<file path="config.mk">
export PLATFORM = sky130hd
export DESIGN_NAME = fc_argmax
export DESIGN_NICKNAME = d
export VERILOG_FILES = /design/src/rtl/cnn_pkg.sv /design/src/rtl/max_sel.sv /design/src/rtl/fc_argmax.sv
export SDC_FILE = /design/constraint.sdc
export NUM_CORES = 1
export LEC_CHECK = 0
export CORE_MARGIN = 4
export CORE_UTILIZATION = 50
export CTS_CLUSTER_DIAMETER = 120
export DETAILED_ROUTE_END_ITERATION = 8
export PLACE_DENSITY = 0.78
export SETUP_SLACK_MARGIN = 0.15
export SLEW_MARGIN = 20
export SYNTH_ARGS = -nofsm -noshare
export SYNTH_HDL_FRONTEND = slang
export SYNTH_SLANG_ARGS = --single-unit
</file>
<file path="constraint.sdc">
create_clock -name clk -period 14.9 [get_ports clk]
set_input_delay 2.235 -clock clk [delete_from_list [all_inputs] [get_ports clk]]
set_output_delay 2.235 -clock clk [all_outputs]
set_load 0.01 [all_outputs]
</file>
<file path="src/rtl/cnn_pkg.sv">
// ============================================================================
// Module : cnn_pkg
// Brief  : Shared defaults and FSM state encoding for the FC argmax stage.
// Rev    : 1.0  initial release
// ============================================================================
`default_nettype none

package cnn_pkg;

    localparam int N_CLASS_DEF = 10;
    localparam int SCORE_W_DEF = 38;
    localparam int IDX_W_DEF   = 4;

    typedef enum logic [1:0] {
        S_IDLE = 2'd0,
        S_RUN  = 2'd1,
        S_SCAN = 2'd2,
        S_HOLD = 2'd3
    } state_t;

endpackage

`default_nettype wire

</file>
<file path="src/rtl/max_sel.sv">
// ============================================================================
// Module : max_sel
// Brief  : Combinational signed compare-and-select; 'a' wins ties.
// Rev    : 1.0  initial release
// ============================================================================
`default_nettype none

module max_sel
    import cnn_pkg::*;
#(
    parameter int SCORE_W = SCORE_W_DEF,
    parameter int IDX_W   = IDX_W_DEF
) (
    input  logic signed [SCORE_W-1:0] a_score,
    input  logic        [IDX_W-1:0]   a_idx,
    input  logic signed [SCORE_W-1:0] b_score,
    input  logic        [IDX_W-1:0]   b_idx,
    output logic signed [SCORE_W-1:0] win_score,
    output logic        [IDX_W-1:0]   win_idx
);

    logic w_b_wins;

    // Strict compare keeps the lower-index contender ('a') on equality.
    assign w_b_wins  = (b_score > a_score);
    assign win_score = w_b_wins ? b_score : a_score;
    assign win_idx   = w_b_wins ? b_idx   : a_idx;

endmodule

`default_nettype wire

</file>
<file path="src/rtl/fc_argmax.sv">
// ============================================================================
// Module : fc_argmax
// Brief  : Enables the FC neurons, latches their scores once all are done,
//          then serially scans the bank for the winning class.
// Rev    : 1.0  initial release
// ============================================================================
`default_nettype none

module fc_argmax
    import cnn_pkg::*;
#(
    parameter int N_CLASS = N_CLASS_DEF,
    parameter int SCORE_W = SCORE_W_DEF,
    parameter int IDX_W   = IDX_W_DEF
) (
    input  logic                         clk,
    input  logic                         rst,
    input  logic                         start,
    output logic                         fc_enable,
    input  logic [N_CLASS-1:0]           fc_done,
    input  logic [N_CLASS*SCORE_W-1:0]   fc_score,
    output logic [IDX_W-1:0]             class_idx,
    output logic signed [SCORE_W-1:0]    class_score,
    output logic                         done_cls,
    input  logic                         result_ack,
    output logic                         busy
);

    localparam logic [IDX_W-1:0] C_LAST_PTR = IDX_W'(N_CLASS - 1);

    state_t r_state;
    state_t w_next;

    logic signed [SCORE_W-1:0] w_score [N_CLASS];
    logic signed [SCORE_W-1:0] r_bank  [N_CLASS];
    logic signed [SCORE_W-1:0] r_best;
    logic        [IDX_W-1:0]   r_idx;
    logic        [IDX_W-1:0]   r_ptr;
    logic        [IDX_W-1:0]   r_class_idx;
    logic signed [SCORE_W-1:0] r_class_score;
    logic                      r_done;

    logic signed [SCORE_W-1:0] w_win_score;
    logic        [IDX_W-1:0]   w_win_idx;
    logic                      w_all_done;
    logic                      w_last;

    for (genvar g = 0; g < N_CLASS; g++) begin : g_unpack
        assign w_score[g] = fc_score[g*SCORE_W +: SCORE_W];
    end

    assign w_all_done = &fc_done;
    assign w_last     = (r_ptr == C_LAST_PTR);

    max_sel #(
        .SCORE_W (SCORE_W),
        .IDX_W   (IDX_W)
    ) u_max_sel (
        .a_score   (r_best),
        .a_idx     (r_idx),
        .b_score   (r_bank[r_ptr]),
        .b_idx     (r_ptr),
        .win_score (w_win_score),
        .win_idx   (w_win_idx)
    );

    always_ff @(posedge clk) begin
        if (rst) begin
            r_state <= S_IDLE;
        end else begin
            r_state <= w_next;
        end
    end

    always_comb begin
        w_next = r_state;
        case (r_state)
            S_IDLE: if (start)               w_next = S_RUN;
            S_RUN:  if (w_all_done)          w_next = S_SCAN;
            S_SCAN: if (w_last)              w_next = S_HOLD;
            // Ack only counts once the result is actually published.
            S_HOLD: if (r_done && result_ack) w_next = S_IDLE;
            default:                         w_next = S_IDLE;
        endcase
    end

    always_ff @(posedge clk) begin
        if (rst) begin
            for (int i = 0; i < N_CLASS; i++) begin
                r_bank[i] <= '0;
            end
            r_best        <= '0;
            r_idx         <= '0;
            r_ptr         <= '0;
            r_class_idx   <= '0;
            r_class_score <= '0;
            r_done        <= 1'b0;
        end else begin
            case (r_state)
                S_RUN: begin
                    if (w_all_done) begin
                        for (int i = 0; i < N_CLASS; i++) begin
                            r_bank[i] <= w_score[i];
                        end
                        r_best <= w_score[0];
                        r_idx  <= '0;
                        r_ptr  <= IDX_W'(1);
                    end
                end
                S_SCAN: begin
                    r_best <= w_win_score;
                    r_idx  <= w_win_idx;
                    r_ptr  <= w_last ? '0 : r_ptr + IDX_W'(1);
                end
                S_HOLD: begin
                    // Separate result registers keep the last answer visible
                    // while the next run reuses the scan registers.
                    if (!r_done) begin
                        r_class_idx   <= r_idx;
                        r_class_score <= r_best;
                        r_done        <= 1'b1;
                    end else if (result_ack) begin
                        r_done        <= 1'b0;
                    end
                end
                default: ;
            endcase
        end
    end

    assign fc_enable   = (r_state != S_IDLE);
    assign busy        = (r_state != S_IDLE);
    assign done_cls    = r_done;
    assign class_idx   = r_class_idx;
    assign class_score = r_class_score;

endmodule

`default_nettype wire

</file>
# Yosys cells after proc, flatten, opt, wreduce, memory -nomap -nowiden
# Memories as Yosys holds them, arrays and structs flattened. A register that Yosys moved wholly into a read port is not among the register bits.
# Cells that the tools add are included.
# op_classes
bitwise	11
div_mod_pow	0
n_reduce_logical	9
mux	34
addsub	1
magnitude_cmp	1
multipliers	0
n_shift	0
eq_ne	9
# ops
op	count
38-bit 2-to-1 mux	12
38-bit one-hot mux with 2 select lines	1
38-bit > comparator	1
4-bit 2-to-1 mux	6
4-bit one-hot mux with 2 select lines	2
1-bit OR	10
10-bit AND reduction	1
1-bit 2-to-1 mux	8
2-bit 2-to-1 mux	4
2-bit != test, second input constant	4
2-bit one-hot mux with 4 select lines	1
4-bit by 1-bit adder with 4-bit output, second input constant	1
2-bit equality test, second input constant	2
4-bit equality test, second input constant	1
2-bit AND reduction	2
4-bit AND reduction	1
2-bit nonzero test	2
3-bit AND reduction	1
2-bit by 1-bit equality test with 1-bit output, second input constant	1
2-bit zero test	1
2-bit by 1-bit != test with 1-bit output, second input constant	1
1-bit logical AND	1
1-bit NOT	1
# totals
latchBits	0
out_inout_bits	45
ram_bits	380
mem_bits_ro	0
word_cells	73
mem_count	1
ff_bits	91
# mem_list
name	words	width	rd	rd_ports_with_merged_regs	write_ports	line	text
r_bank	10	38	1	1	10	fc_argmax.sv:35	logic signed [SCORE_W-1:0] r_bank [N_CLASS];

# Longest topological paths before layout
# Gate-level depths: netlist (run 1).
# logic_depth
depth_word	6
mapped_depth	17
ltp_nobuf	12

# Modules after synthesis
# Synthesis (run 1) repeated with hierarchy kept, for this count alone.
# hier_totals
cells_unflattened	1681
hier_area_um2	22436.5
# by_module_without_submodules
mod	cells_per_inst	seq_area_each_um2	instances	area_each_um2
fc_argmax	1495	13312.8	1	20729.9
max_sel	186	0.0	1	1706.6

# Least setup slack after synthesis (run 1)
# OpenSTA, ideal clock, no wires.
# synth_path
path_type	input port to flip-flop
startpoint	in rst
endpoint	mem r_bank[0][0] (netlist name), enable pin
setup_time_ns	0.812
n_path_buf	2
path_slack_ns	2.237
cell_stages	3
t_arrival_ns	11.851
path_cell_list	clkbuf_1 clkbuf_1 nand2b_1
# synth_lines
element	line	text
start: declaration	fc_argmax.sv:17	input logic rst,
end: declaration	fc_argmax.sv:35	

==> results of run 1 <==
==> state kept, by name, indices dropped and copies added, names as in the netlist, named ones only <==
signal / count
class_idx: 4
class_score: 38
done_cls: 1
r_bank: 380
r_best: 38
r_idx: 4
r_ptr: 4
r_state: 2
==> worst paths after layout <==
check        slack, ps  cells after the start              end
max               8620                     13       r_best[23]
max reg2reg       8620                     13       r_best[23]
min reg2reg        450                      2  class_score[31]
min                450                      2  class_score[31]
==> Yosys cell counts (2+ instances only) <==
cell type	instances	area, um^2
and2_1	381	2380
edfxtp_1	380	11400
a21oi_1	136	681
nand2_1	97	364
dfxtp_1	95	1900
clkbuf_1	83	312
mux2i_1	76	761
mux4_2	76	1710
a211oi_1	59	443
inv_1	47	176
ha_1	45	563
nor2b_1	39	244
a211oi_2	19	238
buf_2	12	60.1
nor2_1	11	41.3
nand4_1	10	62.6
buf_1	9	33.8
buf_4	8	60.1
o21ai_0	8	40.0
buf_6	5	56.3
nand2b_1	5	31.3
nand3_1	5	25.0
nor3_1	5	25.0
o21ai_1	5	25.0
a22o_1	4	35.0
o211ai_1	3	22.5
a21boi_1	2	15.0
nor4_2	2	25.0
==> through the flow <==
step	power (W)	instances	setup WS, ps	hold slack [ps]
after floorplan	0.00207	1643	2240	432
after global placement	0.00230	2561	8770	444
after detailed placement	0.00232	2561	8600	447
after CTS	0.00350	2652	8570	456
after global routing	0.00363	2664	8160	471
final	0.00348	2665	8620	452
==> area by class of cell <==
class | count | area (um^2)
diodes | 13 | 32.5
well taps | 585 | 732
flip-flops and latches | 475 | 13300
fillers | 3202 | 14900
clock buffers | 67 | 1390
clock inverters | 24 | 171
inverters | 47 | 176
repair buffers | 450 | 4490
multi-input cells | 1004 | 7930
==> layer usage <==
| metal | wire, um | vias to the layer above | track usage |
|---|---|---|---|
| met5 | 61 | - | 0 |
| met4 | 1840 | 8 | 0.0937 |
| met3 | 4560 | 104 | 0.0553 |
| met2 | 27900 | 607 | 0.383 |
| met1 | 25000 | 7035 | 0.343 |
| li1 | - | 6748 | - |
==> where the power goes <==
group          internal (W)  switching [W]  total [W]
clock              0.000688       0.000501    0.00119
sequential          0.00150      0.0000692    0.00157
combinational      0.000353       0.000365   0.000718
==> worst min-delay path, cell delays in order, from the launching register on <==
cell and delay [ps]:
dfxtp_1 310, nand2_1 50, a21oi_1 50
==> cell families after synthesis <==
group | after synthesis
AND/OR/NAND/NOR | 561
flip-flops | 475
AO/OA/AOI/OAI | 245
buffers and inverters | 164
multiplexers | 153
adder cells (fa/ha/maj) | 45
==> metrics.md, run 1 <==
| Metric | Value |
|---|---|
| Overall routing resource usage | 0.246 |
| Largest family of logic cells by synthesized area | simple AND/OR/NAND/NOR gates |
| Layout cells sized above 1 | 0.0939 |
| Root Buffer | clkbuf_16 |
| Critical path's largest stage delay | 950 ps |
| Fmax | 159 MHz |
| Core Util, Final | 0.654 |
| Post-route setup TNS | 0 ps |
| Maxcap violations | 0 |
| Final setup vio count | 0 |
| Clk_lat worst skew | 570 ps |
| Largest net degree at the start of global routing | 197 |
| Yosys cell types | 44 |
| Vias | 14500 |
| Clock Skew | 17.5 ps |
| Worst Path Buf+Inv | 1 |
| Commonest non-fill, non-tap cell in the layout | clkdlybuf4s50_1 |
| Final net count | 2467 |
| H-tree levels | 2 |
| Die area | 47200 um^2 |
| Die Y | 217 um |
| Final Hold Violating Endpoints | 0 |
| GPL Wtd Cong | 0.877 |
| DRC Markers | 0 |
| Max VDD drop | 95.7 uV |
| Final worst path period share | 0.421 |
| Cts hold-fix bufs | 0 |
| Core area | 43200 um^2 |
| Crit-path cells | buf_4, mux4_2, nor2b_1, a211oi_1, a21oi_1, ha_1, nand3_2, nor4_2, o311ai_1, o211ai_1, a2111o_2, and2_2, a211oi_1 |
| Initial antenna violation count | 17 |
| Actual slew at the worst max-slew pin | 1250 ps |
| Fin crit period | 6280 ps |
| Vias in the first global route | 14800 |
| Port buffer count | 438 |
| Routed len/inst | 22.3 um |
| Resized Gates After CTS | 0 |
| Initial Utilization | 0.507 |
| Yosys warnings | 0 |
| DRT iter0 DRCs | 1568 |
| Worst Hold Launch | class_score[31] |
| Post-Place Cell Area | 26600 um^2 |
| Router iterations before antenna repair | 8 |
| Grt total ovfl | 0 |
| Leak | 9.88 nW |
| Cell Area, Synth | 21900 um^2 |
| Post-synthesis mux area share | 0.113 |
| #FFs+latches synth | 475 |
| Top-Level Pins | 439 |
| Design area | 28200 um^2 |
| Clock buffer count from CTS | 50 |
| Max Buffers Root-to-Sink | 3 |
| Syn-to-layout area delta | 29.0% |
| Via/cell ratio | 5.44 |
| Power Density | 123 nW/um^2 |
| Main synth FF type | edfxtp_1 |
| Outcome | finished, final reports clean |
| Required time of the critical path | 15290 ps |
| Post-route ant nets | 0 |
| Cell with the largest stage delay on the worst path | dfxtp_4 |
| Slew Limit Fails | 0 |
| Syn Inst Count | 1643 |
| Final WL | 59.4 mm |
| Crit-path most repeated cell | a211oi_1 |
| Clock-pin transition on the worst setup and hold timing paths | 60 ps |
| Hold WC Path Type | reg2reg |
| Critical path type | reg2reg |
| Crit-path max FO | 45 |
| Synth Area in Simple Gates | 0.148 |
| Crit. End Element | flip-flop |
| Die width | 217 um |
| Post-DP HPWL | 42.4 mm |
| Worst slew margin | 0.166 |
| Ys async rst share | 0 |
| Post-Synth Adder-Cell Area | 0.0257 |
| RSZ-0062 raised after global routing | no |
| Post-synth EDFFs | 380 |
| Xor/xnor share of the synthesized area | 0 |
| Post-CTS setup buffer count | 0 |
| Post-synthesis compound-gate area fraction | 0.0723 |
| First-pass GRT wire length | 87.8 mm |
| CP arrival | 6670 ps |
| Crit path max-delay family | simple AND/OR/NAND/NOR gates |
| CTS tree | yes |
| Row cnt | 76 |
| Post-synthesis sequential area ratio | 0.608 |
| Clk sinks | 475 |
| CP Launch Type | flip-flop |
| Syn Area/Cell | 13.3 um^2 |
| Mapped Nets | 2082 |
| Most frequent cells in the layout | clkdlybuf4s50_1, and2_1, edfxtp_1 |
Power figures use the tool's default switching activity.
==> run 2: changes to the inputs <==
Clock period 14.9 ns to 5.98 ns, I/O delays scaled along.
==> metrics.md, run 2 (synthesis gave the netlist of run 1 again) <==
| Metric | Value |
|---|---|
| Outcome | finished, final reports clean |
| DRT iter0 DRCs | 1232 |
| Root Buffer | clkbuf_16 |
| Grt total ovfl | 0 |
| Port buffer count | 438 |
| R2R Setup Slk | 1110 ps |
| Commonest non-fill, non-tap cell in the layout | clkdlybuf4s50_1 |
| Critical R2R Capture | r_best[23] |
| Initial antenna violation count | 10 |
| Clock Skew | 19.9 ps |
| Post-route setup TNS | 0 ps |
| Syn-to-layout area delta | 29.3% |
| CP arrival | 5250 ps |
| RSZ-0062 raised after global routing | no |
| Core area | 43200 um^2 |
| Post-place setup slack | 1090 ps |
| Hold Path End | class_score[5] |
| Layout cells sized above 1 | 0.0953 |
| Die area | 47200 um^2 |
| Final WL | 58.4 mm |
| Critical path type | reg2reg |
| Max VDD drop | 246 uV |
| Routed len/inst | 21.9 um |
| Largest net degree at the start of global routing | 170 |
| Row cnt | 76 |
| Clock Power Share | 0.339 |
| Initial Utilization | 0.507 |
| Total power | 0.00863 W |
| Final worst-path setup slack | 1110 ps |
| Required time of the critical path | 6360 ps |
| Worst slew margin | 0.300 |
| Hold WC Path Type | reg2reg |
| Cts hold-fix bufs | 0 |
| Vias in the first global route | 14800 |
| Die Y | 217 um |
| Fin crit period | 4870 ps |
| Number of cells on the worst hold path | 2 |
| Via/cell ratio | 5.46 |
| GPL Wtd Cong | 0.851 |
| Clock buffer count from CTS | 49 |
| Max FFs per register | 380 |
| Final setup vio count | 0 |
| Clock-pin transition on the worst setup and hold timing paths | 60 ps |
| Top-Level Pins | 439 |
| Die width | 217 um |
| First-pass GRT wire length | 87.1 mm |
| Gate power share | 0.211 |
| Post-CTS setup buffer count | 0 |
| Post-route ant nets | 0 |
| Fill cell count | 3187 |
| CTS tree | yes |
| Internal power | 0.00632 W |
| DRC Markers | 0 |
| CP Launch Type | flip-flop |
| R2r worst-path depth | 13 |
| Crit-path max FO | 38 |
| Crit. End Element | flip-flop |
| H-tree levels | 2 |
| Post-DP HPWL | 41.4 mm |
| Power Density | 305 nW/um^2 |
| Sw Share | 0.268 |
| Maxcap violations | 0 |
| Actual slew at the worst max-slew pin | 1050 ps |
| Overall routing resource usage | 0.242 |
| Slew Limit Fails | 0 |
| Final net count | 2470 |
| Router iterations before antenna repair | 5 |
| Largest register by flop count | r_bank |
| Worst Hold Launch | class_score[5] |
| Leak | 9.90 nW |
| Switching pwr | 0.00232 W |
| Most frequent cells in the layout | clkdlybuf4s50_1, and2_1, edfxtp_1 |
| Final Hold Violating Endpoints | 0 |
| Clk sinks | 475 |
| Max Buffers Root-to-Sink | 3 |
| Clk_lat worst skew | 580 ps |
| Final worst path period share | 0.814 |
| Fmax | 206 MHz |
| Resized Gates After CTS | 0 |
| Vias | 14500 |
| Reg power frac | 0.450 |
==> run 2: cell count changes in the layout (fill, tap and decap cells not counted), moves of 3 or more <==
cell       previous run  this run
diode_2              13         7
clkbuf_8              1         4
clkbuf_16            53        50
clkinv_1              9         5
buf_12                1         6
==> run 2: worst max-delay path: stages, from the launching register on <==
cell	delay, ps
dfxtp_4	630
buf_4	380
mux4_2	540
nor2b_1	150
a211oi_1	270
a21oi_1	120
ha_1	390
nand3_1	160
nor4_2	450
o311ai_1	180
o211ai_1	150
a2111o_1	190
and2_2	840
a211oi_1	200
==> run 2: area by class of cell <==
| type | instances | area, um^2 | area share |
|---|---|---|---|
| clock buffers | 68 | 1360 | 0.0480 |
| repair buffers | 454 | 4580 | 0.162 |
| flip-flops and latches | 475 | 13300 | 0.471 |
| multi-input cells | 1004 | 7930 | 0.280 |
| diodes | 7 | 17.5 | 0.000619 |
| well taps | 585 | 732 | 0.0259 |
| clock inverters | 20 | 179 | 0.00632 |
| inverters | 47 | 176 | 0.00623 |
==> run 2: metrics by stage <==
step / cell area [um^2] / instances / hold WS, ps / util
finish: 28300 / 2660 / 451 / 0.655
global route: 28300 / 2659 / 462 / 0.655
CTS: 28300 / 2653 / 456 / 0.655
detailed placement: 26700 / 2565 / 449 / 0.619
global placement: 26700 / 2565 / 444 / 0.619
floorplan: 21900 / 1643 / 432 / -
==> run 2: power by group through the flow <==
stage          Clock [W]  Combinational (W)  Sequential (W)
2_1_floorplan          0            0.00123         0.00390
3_3_place_gp           0            0.00179         0.00394
3_5_place_dp           0            0.00182         0.00395
4_1_cts          0.00298            0.00183         0.00388
5_1_grt          0.00312            0.00199         0.00390
6_report         0.00293            0.00182         0.00389
==> run 2: routing by layer <==
| metal | up-vias | track usage | share of wire |
|---|---|---|---|
| met5 | - | 0 | 0.00051 |
| met4 | 6 | 0.0882 | 0.032 |
| met3 | 108 | 0.0533 | 0.082 |
| met2 | 642 | 0.384 | 0.47 |
| met1 | 7042 | 0.333 | 0.41 |
| li1 | 6734 | - | - |
==> run 2: worst max path at each step <==
stage	to	slack, ps
after floorplan	r_bank[0][0]	1340
after global placement	r_best[28]	1260
after detailed placement	r_best[23]	1090
after CTS	r_best[23]	1050
after global routing	r_best[23]	740
final	r_best[23]	1110
